$ cat src/rtl/bcd_updown_cntr.sv
`default_nettype none
// ============================================================================
//  Module      : bcd_updown_cntr
//  Description : Parametrised multi-digit BCD up/down counter with digit
//                chaining, parallel load, count enable, terminal-count flags,
//                registered carry/borrow pulses and a load-error pulse.
//                Each digit is a 4-bit BCD register; the carry/borrow chain
//                between digits is a purely combinational enable chain, so no
//                binary addition ever crosses a digit boundary.
//
//  Parameters  : DIGITS  number of BCD digits (1..8), COUNT width = 4*DIGITS
//
//  Ports       : CLK      in   clock, all state changes on posedge
//                R        in   synchronous active-high reset
//                EN       in   count enable (gates UP/DN only)
//                UP       in   increment request
//                DN       in   decrement request
//                LD       in   parallel load strobe
//                LD_VAL   in   load value, digit i at [4i+3:4i]
//                COUNT    out  registered BCD count
//                CARRY    out  registered pulse, up-wrap all-9s -> all-0s
//                BORROW   out  registered pulse, down-wrap all-0s -> all-9s
//                TC_MAX   out  combinational, all digits == 9
//                TC_ZERO  out  combinational, all digits == 0
//                LD_ERR   out  registered pulse, a loaded digit was > 9
//
//  Build macro : BCD_CNTR_SAT_EN  when defined the counter saturates at
//                all-9s / all-0s instead of wrapping, and CARRY/BORROW are
//                tied low.
//
//  Revision    : 1.0  initial release
// ============================================================================
module bcd_updown_cntr #(
  parameter int DIGITS = 2
) (
  input  logic                CLK,
  input  logic                R,
  input  logic                EN,
  input  logic                UP,
  input  logic                DN,
  input  logic                LD,
  input  logic [4*DIGITS-1:0] LD_VAL,
  output logic [4*DIGITS-1:0] COUNT,
  output logic                CARRY,
  output logic                BORROW,
  output logic                TC_MAX,
  output logic                TC_ZERO,
  output logic                LD_ERR
);

  localparam int c_W = 4 * DIGITS;

  logic [c_W-1:0]    r_count;
  logic              r_ld_err;
  logic [c_W-1:0]    w_next_cnt;
  logic [c_W-1:0]    w_ld_clean;
  logic [DIGITS-1:0] w_ld_bad;
  logic [DIGITS-1:0] w_is9;
  logic [DIGITS-1:0] w_is0;
  // w_lo9[i] / w_lo0[i]: every digit below i is 9 / 0. Entry DIGITS covers
  // the whole count and doubles as the terminal-count flag.
  logic [DIGITS:0]   w_lo9;
  logic [DIGITS:0]   w_lo0;
  logic              w_inc_req;
  logic              w_dec_req;
  logic              w_step_inc;
  logic              w_step_dec;

  // UP and DN together cancel out.
  assign w_inc_req = EN & UP & ~DN;
  assign w_dec_req = EN & DN & ~UP;

`ifdef BCD_CNTR_SAT_EN
  // Saturating build: suppress the step that would wrap.
  assign w_step_inc = w_inc_req & ~w_lo9[DIGITS];
  assign w_step_dec = w_dec_req & ~w_lo0[DIGITS];
`else
  assign w_step_inc = w_inc_req;
  assign w_step_dec = w_dec_req;
`endif

  assign w_lo9[0] = 1'b1;
  assign w_lo0[0] = 1'b1;

  generate
    for (genvar gi = 0; gi < DIGITS; gi++) begin : g_digit
      logic [3:0] w_d;
      logic [3:0] w_ld_d;

      assign w_d    = r_count[4*gi +: 4];
      assign w_ld_d = LD_VAL[4*gi +: 4];

      assign w_is9[gi]   = (w_d == 4'd9);
      assign w_is0[gi]   = (w_d == 4'd0);
      assign w_lo9[gi+1] = w_lo9[gi] & w_is9[gi];
      assign w_lo0[gi+1] = w_lo0[gi] & w_is0[gi];

      // Out-of-range load digits are replaced by 0 and flagged.
      assign w_ld_bad[gi]          = (w_ld_d > 4'd9);
      assign w_ld_clean[4*gi +: 4] = w_ld_bad[gi] ? 4'd0 : w_ld_d;

      // A digit moves only when every lower digit is at its rollover value.
      // Digits are always 0..9, so the 4-bit +/-1 never leaves BCD range.
      assign w_next_cnt[4*gi +: 4] =
        (w_step_inc & w_lo9[gi]) ? (w_is9[gi] ? 4'd0 : w_d + 4'd1) :
        (w_step_dec & w_lo0[gi]) ? (w_is0[gi] ? 4'd9 : w_d - 4'd1) :
                                   w_d;
    end
  endgenerate

`ifndef BCD_CNTR_SAT_EN
  logic r_carry;
  logic r_borrow;
`endif

  always_ff @(posedge CLK) begin
    if (R) begin
      r_count  <= '0;
      r_ld_err <= 1'b0;
`ifndef BCD_CNTR_SAT_EN
      r_carry  <= 1'b0;
      r_borrow <= 1'b0;
`endif
    end else if (LD) begin
      r_count  <= w_ld_clean;
      r_ld_err <= |w_ld_bad;
`ifndef BCD_CNTR_SAT_EN
      r_carry  <= 1'b0;
      r_borrow <= 1'b0;
`endif
    end else begin
      r_count  <= w_next_cnt;
      r_ld_err <= 1'b0;
`ifndef BCD_CNTR_SAT_EN
      r_carry  <= w_inc_req & w_lo9[DIGITS];
      r_borrow <= w_dec_req & w_lo0[DIGITS];
`endif
    end
  end

  assign COUNT   = r_count;
  assign LD_ERR  = r_ld_err;
  assign TC_MAX  = w_lo9[DIGITS];
  assign TC_ZERO = w_lo0[DIGITS];

`ifdef BCD_CNTR_SAT_EN
  assign CARRY  = 1'b0;
  assign BORROW = 1'b0;
`else
  assign CARRY  = r_carry;
  assign BORROW = r_borrow;
`endif

endmodule
`default_nettype wire

$ cat config.mk
export PLATFORM = sky130hd
export DESIGN_NAME = bcd_updown_cntr
export DESIGN_NICKNAME = d
export VERILOG_FILES = /design/src/rtl/bcd_updown_cntr.sv
export SDC_FILE = /design/constraint.sdc
export NUM_CORES = 1
export LEC_CHECK = 0
export CORE_UTILIZATION = 42
export CTS_CLUSTER_DIAMETER = 30
export DETAILED_ROUTE_END_ITERATION = 8
export PLACE_DENSITY = 0.74
export SETUP_SLACK_MARGIN = 0.02
export SLEW_MARGIN = 20
export SYNTH_ARGS = -nofsm -noshare
export SYNTH_HDL_FRONTEND = slang
export SYNTH_SLANG_ARGS = --single-unit
$ cat constraint.sdc
create_clock -name CLK -period 1.65 [get_ports CLK]
set_input_delay 0.33 -clock CLK [delete_from_list [all_inputs] [get_ports CLK]]
set_output_delay 0.33 -clock CLK [all_outputs]
set_load 0.01 [all_outputs]
After elaboration in Yosys (flattened, before gate mapping)
Cells that the tools add are included.
{ "word_totals": {"reg_bits": 11, "in_bits": 14, "elab_cells": 44} }
{ "classes": {"n_mux": 11, "n_lt_le_gt_ge": 2, "eq_ne": 2, "reduce_logical": 7, "bitwise": 13, "addsub": 4} }
{ "ops": {"columns": ["op", "n"], "rows": [
  ["2-to-1 mux 4 bit", 10],
  ["bitwise AND 1 bit", 10],
  ["adder 4 x 1 -> 4 bit (second input constant)", 2],
  ["equality test 4 bit (second input constant)", 2],
  ["> comparator 4 bit (second input constant)", 2],
  ["zero test 4 bit", 2],
  ["2-to-1 mux 8 bit", 1],
  ["subtractor 4 x 1 -> 4 bit (second input constant)", 2],
  ["nonzero test 3 bit", 2],
  ["OR reduction 2 bit", 3],
  ["inverter 1 bit", 3]
]} }

Longest topological paths before layout
Gate-level depths: netlist (run 1).
{ "depth": {"word_depth": 6, "depth_mapped": 5, "ltp_nobuf": 4} }

Worst setup path before layout (run 1)
OpenSTA, ideal clock, no wires.
{ "synth_timing": {"path_type": "register to register", "startpoint": "reg r_count[6] (netlist: COUNT[6])", "endpoint": "reg r_count[5] (netlist: COUNT[5])", "setup_time_ps": 112, "stages_incl_launch_ff": 6, "arrival_time_ps": 1695, "setup_slack_ps": -157, "period_less_slack_ps": 1807, "path_buffers": 1, "cell_sequence": "dfxtp_1 -> buf_1 -> nor2b_1 -> o31a_1 -> o41a_1 -> a2111oi_1"} }
{ "synth_between": {"elab_chain_len": 5} }
{ "synth_lines": {"columns": ["element", "line", "text"], "rows": [
  ["start, declared", "53", "logic [c_W-1:0] r_count;"],
  ["start signal, assigned", "125", "r_count <= w_ld_clean;"],
  ["start signal, assigned", "132", "r_count <= w_next_cnt;"],
  ["zero test 4 bit", "94", "assign w_is0[gi] = (w_d == 4'd0);"],
  ["2-to-1 mux 4 bit (2 in a row)", "106", "(w_step_dec & w_lo0[gi]) ? (w_is0[gi] ? 4'd9 : w_d - 4'd1) :"],
  ["2-to-1 mux 4 bit *", "105", "(w_step_inc & w_lo9[gi]) ? (w_is9[gi] ? 4'd0 : w_d + 4'd1) :"],
  ["2-to-1 mux 8 bit *", "124", "end else if (LD) begin"]
]} }
Every way passes the cells marked *; elsewhere a longest branch is shown, timed or not. The select of a mux whose other input is x is not followed.
A chain may end at the register's enable or synchronous reset.

Final worst setup path (run 1)
{ "layout_timing": {"startpoint": "reg r_count[0] (netlist: COUNT[0])", "endpoint": "out TC_MAX"} }
{ "layout_between": {"elab_chain_len": 2} }
{ "layout_lines": {"columns": ["element", "line", "text"], "rows": [
  ["equality test 4 bit", "93", "assign w_is9[gi] = (w_d == 4'd9);"],
  ["bitwise AND 1 bit", "95", "assign w_lo9[gi+1] = w_lo9[gi] & w_is9[gi];"],
  ["end, declared", "46", "output logic TC_MAX,"]
]} }
Every way passes these cells.

==> results of run 1 <==
-- power groups by stage --
stage | Sequential [W] | Combinational (W) | Clock, W
2_1_floorplan | 0.000308 | 0.000143 | 0
3_3_place_gp | 0.000300 | 0.000307 | 0
3_5_place_dp | 0.000302 | 0.000312 | 0
4_1_cts | 0.000300 | 0.000335 | 0.000207
5_1_grt | 0.000304 | 0.000391 | 0.000222
6_report | 0.000301 | 0.000366 | 0.000209
-- cell usage after synthesis, drive strengths merged --
library cell  number  area [sq um]
a21oi              6         30.03
o41ai              1         8.760
o21ai             10         50.05
and4b              2         20.02
and3b              1         8.760
a211o              3         26.28
buf                4         17.52
nand2b             3         18.77
clkbuf             7         26.28
o31ai              1         7.510
nand3b             1         7.510
nor4b              5         50.04
o41a               1         11.26
or3b               2         17.52
and2               1         6.260
nor3               4         20.02
or3                2         12.51
xor2               4         35.03
nor2b              2         12.51
nor3b              1         7.510
a221o              2         20.02
o211ai             2         20.02
nor4               2         12.51
a21boi             2         15.01
nand3              2         10.01
nand4bb            1         11.26
a211oi             4         30.03
a2111oi            1         10.01
inv                4         15.01
o31a               1         8.760
nand2              5         18.77
nor4bb             1         10.01
xnor2              2         17.52
nor2              11         41.29
a41oi              1         8.760
dfxtp             11         220.2
a31oi              2         12.51
a311oi             1         8.760
and3               3         18.77
a221oi             1         8.760
o311ai             1         8.760
-- layout make-up --
type	count	area (sq um)	share of cell area, %
inverters	4	15.01	0.9419
well taps	27	33.78	2.119
repair buffers	65	569.3	35.71
clock buffers	4	26.28	1.648
flip-flops and latches	11	234.0	14.68
multi-input cells	95	715.7	44.90
-- per-stage QoR --
stage	area (sq um)	hold WS [ps]	cells	util [%]	power, W
3_3_place_gp	1415	646.4	195	70.69	0.0006074
3_5_place_dp	1415	647.3	195	70.69	0.0006142
6_report	1594	494.8	206	79.63	0.0008762
2_1_floorplan	934.6	475.6	121	-	0.0004509
4_1_cts	1533	491.9	204	76.56	0.0008414
5_1_grt	1594	518.8	206	79.63	0.0009175
-- registers in the layout (all words and copies together) (netlist names) --
| name | cells |
|---|---|
| BORROW | 1 |
| CARRY | 1 |
| COUNT | 8 |
| LD_ERR | 1 |
-- cells by family after synthesis --
group / count (synthesis) / share of synthesized area, %
compound gates: 40 / 30.98
xor+xnor: 6 / 5.706
buf+inv: 15 / 6.386
flops: 11 / 23.91
simple gates: 49 / 33.02
-- final timing paths --
kind              slack [ps]                   from                    end  cells past startpoint
setup / recovery         -30  COUNT[0]$_SDFFE_PP0P_                 TC_MAX                      3
hold / removal           490                     EN      BORROW$_SDFF_PP0_                      2
hold reg to reg          660  COUNT[7]$_SDFFE_PP0P_  COUNT[7]$_SDFFE_PP0P_                      3
setup reg to reg           0  COUNT[0]$_SDFFE_PP0P_  COUNT[5]$_SDFFE_PP0P_                      5
-- layer usage --
metal  global-route usage [%]  vias up  wire, um
li1                         -      581         -
met1                    31.08      590      1330
met2                    50.46       35      1660
met3                    2.804        9        80
met4                    15.20        0        83
met5                        0        -         0
-- worst reg2reg max path, stage by stage (launching register included) --
cell and delay, ps:
dfxtp_4 370, buf_6 130, nor4b_4 270, o211ai_2 120, o41a_1 440, a2111oi_2 220
-- what timing repair did --
item,CTS,global route
setup endpoints to repair,13,6
resized for setup,31,11
endpoints found under the hold margin,0,0
gates cloned,0,0
pin swaps,6,5
setup buffers,5,2
==> impl_metrics.tcl, run 1 <==
set metrics [dict create \
    outcome "complete, but fails checks" \
    violations "setup timing" \
    drcViolationCount 0 \
    wirelength_um 3155 \
    worstPathCellList "nor4bb_4, and4b_1, buf_2" \
    period_needed_ps 1682 \
    die-area_sq_um 2384 \
    cts_hold_buf 0 \
    yosysSeqAreaShare_pct 23.91 \
    routed_via_density 5.898 \
    synthesis.area_sq_um 920.9 \
    die_w_um 48.83 \
    rsz0062_at_grt "yes" \
    final_cell_mix "buf_4, clkdlybuf4s50_1, nor2_1, o21ai_0, dlygate4sd2_1" \
    dp_slack_ps -490.4 \
    htreeDepth 1 \
    avgSynthCellArea_sq_um 7.611 \
    slowest_stage "dfxtp_4" \
    slew_violations 0 \
    syn_inst 121 \
    antenna_found_initial 0 \
    setup_tns_ps -33.00 \
    n_fill_cell 137 \
    cap_viol_max_count 0 \
    path_max_fanout 3 \
    fmax_mhz 594.5 \
    fin_skew_ps 1.326 \
    initial_utilization_pct 46.00 \
    p_leak_nw 0.6503 \
    worstMarginPinSlew_ps 333.6 \
    drt_iter0_markers 28 \
    core_sq_um 2002 \
    cts.sinks 11 \
    io_buffers 26 \
    swShare_pct 33.92 \
    cts_tree "yes" \
    crit_path_end_kind "output pin" \
    rows 16 \
    grt_overflow 0 \
    fin_ws_ps -32.06 \
    dp_hpwl_um 2135 \
    yosys_register_bits 11 \
    grt_pass1_wl_um 5043 \
    vias 1215 \
    cts-root-buf "clkbuf_4" \
    clk_pin_slew_worst_paths_ps 90 \
    path_buf_inv 1 \
    worstSetupPathType "reg -> out" \
    fin_nets 194 \
    p_per_area_nw_per_um2 549.7 \
    grtUsageTotal_pct 27.62 \
    required_ps 1320 \
    dr.pass1.iters 5 \
    p_sw_w 0.0002972 \
    hold_class "in -> reg" \
    area_delta_synth_final_pct 73.10 \
    clkPwrFrac_pct 23.9 \
    critical_path.startpoint_type "flop" \
    synth_cell_types 44 \
    power.internal_w 0.0005790 \
    crit_path_max_incr_delay_ps 380 \
    clk_path_buf_depth 2 \
    syn_nets 135 \
    routedWlPerCell_um 15.32 \
    die_h_um 48.83 \
    vdd_drop_max_uv 340.0 \
    finalSetupViolCount 2 \
    diodes 0 \
    finalHoldViolCount 0 \
    layout-drive-gt1-share_pct 34.64 \
    antenna_left 0 \
    crit_family "simple AND/OR/NAND/NOR gates" \
    grt_max_degree 12 \
    num_io_pins 27 \
    gp_congestion 0.9185 \
    power_frac_seq_pct 34.3 \
    grt_pass1_vias 1129 \
    clkLatencyLatePin_ps 280 \
    numCtsBuffers 3 \
    arrival_ps 1350 \
    mostFrequentLayoutCell "buf_4" \
    comb_power_share_pct 41.8 \
    yosysWarningCount 0 \
    relSlewSlack_pct 77.48 \
    final.period_utilization_pct 101.9 \
]
Power figures use the tool's default switching activity.
==> run 2, diff against run 1 <==
--- a/config.mk
+++ b/config.mk
@@ -5,11 +5,13 @@
 export SDC_FILE = /design/constraint.sdc
 export NUM_CORES = 1
 export LEC_CHECK = 0
+export ABC_CLOCK_PERIOD_IN_PS = 1650
 export CORE_UTILIZATION = 42
 export CTS_CLUSTER_DIAMETER = 30
 export DETAILED_ROUTE_END_ITERATION = 8
+export MAX_ROUTING_LAYER = met4
 export PLACE_DENSITY = 0.74
-export SETUP_SLACK_MARGIN = 0.02
+export SETUP_SLACK_MARGIN = 0.15
 export SLEW_MARGIN = 20
 export SYNTH_ARGS = -nofsm -noshare
 export SYNTH_HDL_FRONTEND = slang
==> run 2 against run 1 <==
Compared with the run above:
- the flow still finishes with violations (setup timing)
- critical path depth did not move
- sequential share of layout area grew 0.46 points
- sequential power is essentially flat
- power is 0.82% lower
- maximum frequency fell by 2.0%
- global-route usage up 1.7 points
- largest cell class unchanged
==> impl_metrics.tcl, run 2 (synthesized netlist as in run 1, its figures left out) <==
set metrics [dict create \
    worstMarginPinSlew_ps 307.7 \
    comb_power_share_pct 41.1 \
    power_w 0.0008690 \
    n_fill_cell 136 \
    core_sq_um 2002 \
    cts.sinks 11 \
    p_leak_nw 0.6707 \
    worstPathCellList "nor4bb_4, and4b_1, buf_2" \
    fin_ws_ps -66.22 \
    swShare_pct 35.12 \
    relSlewSlack_pct 79.20 \
    required_ps 1320 \
    cap_viol_max_count 0 \
    num_io_pins 27 \
    rsz0062_at_grt "yes" \
    grt_pass1_vias 1135 \
    finalSetupViolCount 2 \
    grt_pass1_wl_um 5106 \
    final.period_utilization_pct 104.0 \
    clk_path_buf_depth 2 \
    largest_reg_flops 8 \
    power.internal_w 0.0005638 \
    wirelength_um 3285 \
    routedWlPerCell_um 16.10 \
    fmax_mhz 582.7 \
    fin_nets 192 \
    worstSetupPathType "reg -> out" \
    vias 1237 \
    outcome "complete, but fails checks" \
    dp_hpwl_um 2182 \
    dr.pass1.iters 4 \
    p_per_area_nw_per_um2 553.4 \
    gp_congestion 0.8877 \
    io_buffers 26 \
    arrival_ps 1390 \
    critical_path.startpoint_type "flop" \
    slowest_stage "dfxtp_4" \
    routed_via_density 6.064 \
    initial_utilization_pct 46.00 \
    finalHoldViolCount 0 \
    final_cell_mix "buf_4, nor2_1, clkdlybuf4s50_1, o21ai_0" \
    setup_tns_ps -99.01 \
    multi_input_area_sq_um 711.9 \
    fin_skew_ps 16.63 \
    slew_violations 0 \
    die-area_sq_um 2384 \
    crit_path_end_kind "output pin" \
    hold_class "in -> reg" \
    cts-root-buf "clkbuf_4" \
    die_h_um 48.83 \
    numCtsBuffers 3 \
    area_delta_synth_final_pct 70.52 \
    htreeDepth 1 \
    rows 16 \
    period_needed_ps 1716 \
    grt_max_degree 12 \
    violations "setup timing" \
    antenna_left 0 \
    vdd_drop_max_uv 438.6 \
    drcViolationCount 0 \
    antenna_found_initial 0 \
    regArea_sq_um 237.7 \
    clkLatencyLatePin_ps 300 \
    p_sw_w 0.0003052 \
    grtUsageTotal_pct 29.34 \
    mostFrequentLayoutCell "buf_4" \
    die_w_um 48.83 \
    drt_iter0_markers 33 \
    grt_overflow 0 \
    cts_hold_buf 0 \
    cts_tree "yes" \
    diodes 0 \
    power_frac_seq_pct 34.6 \
    crit_path_max_incr_delay_ps 380 \
    layout-drive-gt1-share_pct 35.03 \
    clkPwrFrac_pct 24.3 \
    path_max_fanout 4 \
    clk_pin_slew_worst_paths_ps 100 \
]
run 2: changes by cell type in the layout (fill, tap and decap cells not counted), sizes merged:
cell           before  now
buf                41   39
clkdlybuf4s15       1    4
clkdlybuf4s50      14   11
clkinv              0    1
dlygate4sd2         9    6
dlymetal6s2s        0    2
run 2: power by group through the flow:
stage	clock, W	sequential, W	combinational, W
after floorplan	0	0.000308	0.000145
after global placement	0	0.000300	0.000313
after detailed placement	0	0.000300	0.000321
after CTS	0.000210	0.000299	0.000337
after global routing	0.000237	0.000304	0.000381
final	0.000211	0.000301	0.000357
run 2: timing repair:
item,in CTS,in global routing
endpoints found under the hold margin,0,0
resized for setup,40,10
gates cloned,0,0
buffers inserted,3,2
pin swaps,10,4
endpoints found under the setup margin,18,12
run 2: path summary, 6_finish.rpt:
check	start	to	slack [ps]	cells past startpoint
max reg2reg	COUNT[3]$_SDFFE_PP0P_	COUNT[5]$_SDFFE_PP0P_	30	5
min reg2reg	COUNT[6]$_SDFFE_PP0P_	COUNT[7]$_SDFFE_PP0P_	640	3
min	EN	BORROW$_SDFF_PP0_	480	2
max	COUNT[1]$_SDFFE_PP0P_	TC_MAX	-70	3
run 2: per-layer routing:
layer | track usage, % | part of all wire, % | wire length [um] | vias to the layer above
li1 | - | - | - | 575
met1 | 31.03 | 39 | 1270 | 587
met2 | 49.07 | 51 | 1683 | 63
met3 | 6.854 | 7.0 | 229 | 12
met4 | 18.63 | 3.1 | 102 | 0
met5 | - | 0 | 0 | -
run 2: worst max-delay path, delay by kind of cell (launching register included):
kind	cells	cell delay [ps]
and+or+nand+nor	2	570
buffers and inverters	1	140
DFF	1	380
run 2: area by class of cell:
| cell class | count | share of cell area, % |
|---|---|---|
| Clock inverter | 1 | 0.3187 |
| Multi-Input combinational cell | 95 | 45.34 |
| Tap cell | 27 | 2.151 |
| Timing Repair Buffer | 63 | 34.66 |
| Inverter | 4 | 0.9562 |
| Sequential cell | 11 | 15.14 |
| Clock buffer | 3 | 1.434 |
run 2: through the flow:
| step | instance area [sq um] | setup WS (ps) | util, % | hold WS (ps) | std cells |
|---|---|---|---|---|---|
| floorplan | 947.2 | 69.36 | - | 475.6 | 121 |
| global placement | 1428 | -397.2 | 71.31 | 659.4 | 195 |
| detailed placement | 1428 | -435.7 | 71.31 | 663.9 | 195 |
| CTS | 1538 | -19.69 | 76.81 | 470.3 | 202 |
| global route | 1570 | -156.0 | 78.44 | 459.5 | 204 |
| finish | 1570 | -66.22 | 78.44 | 480.5 | 204 |
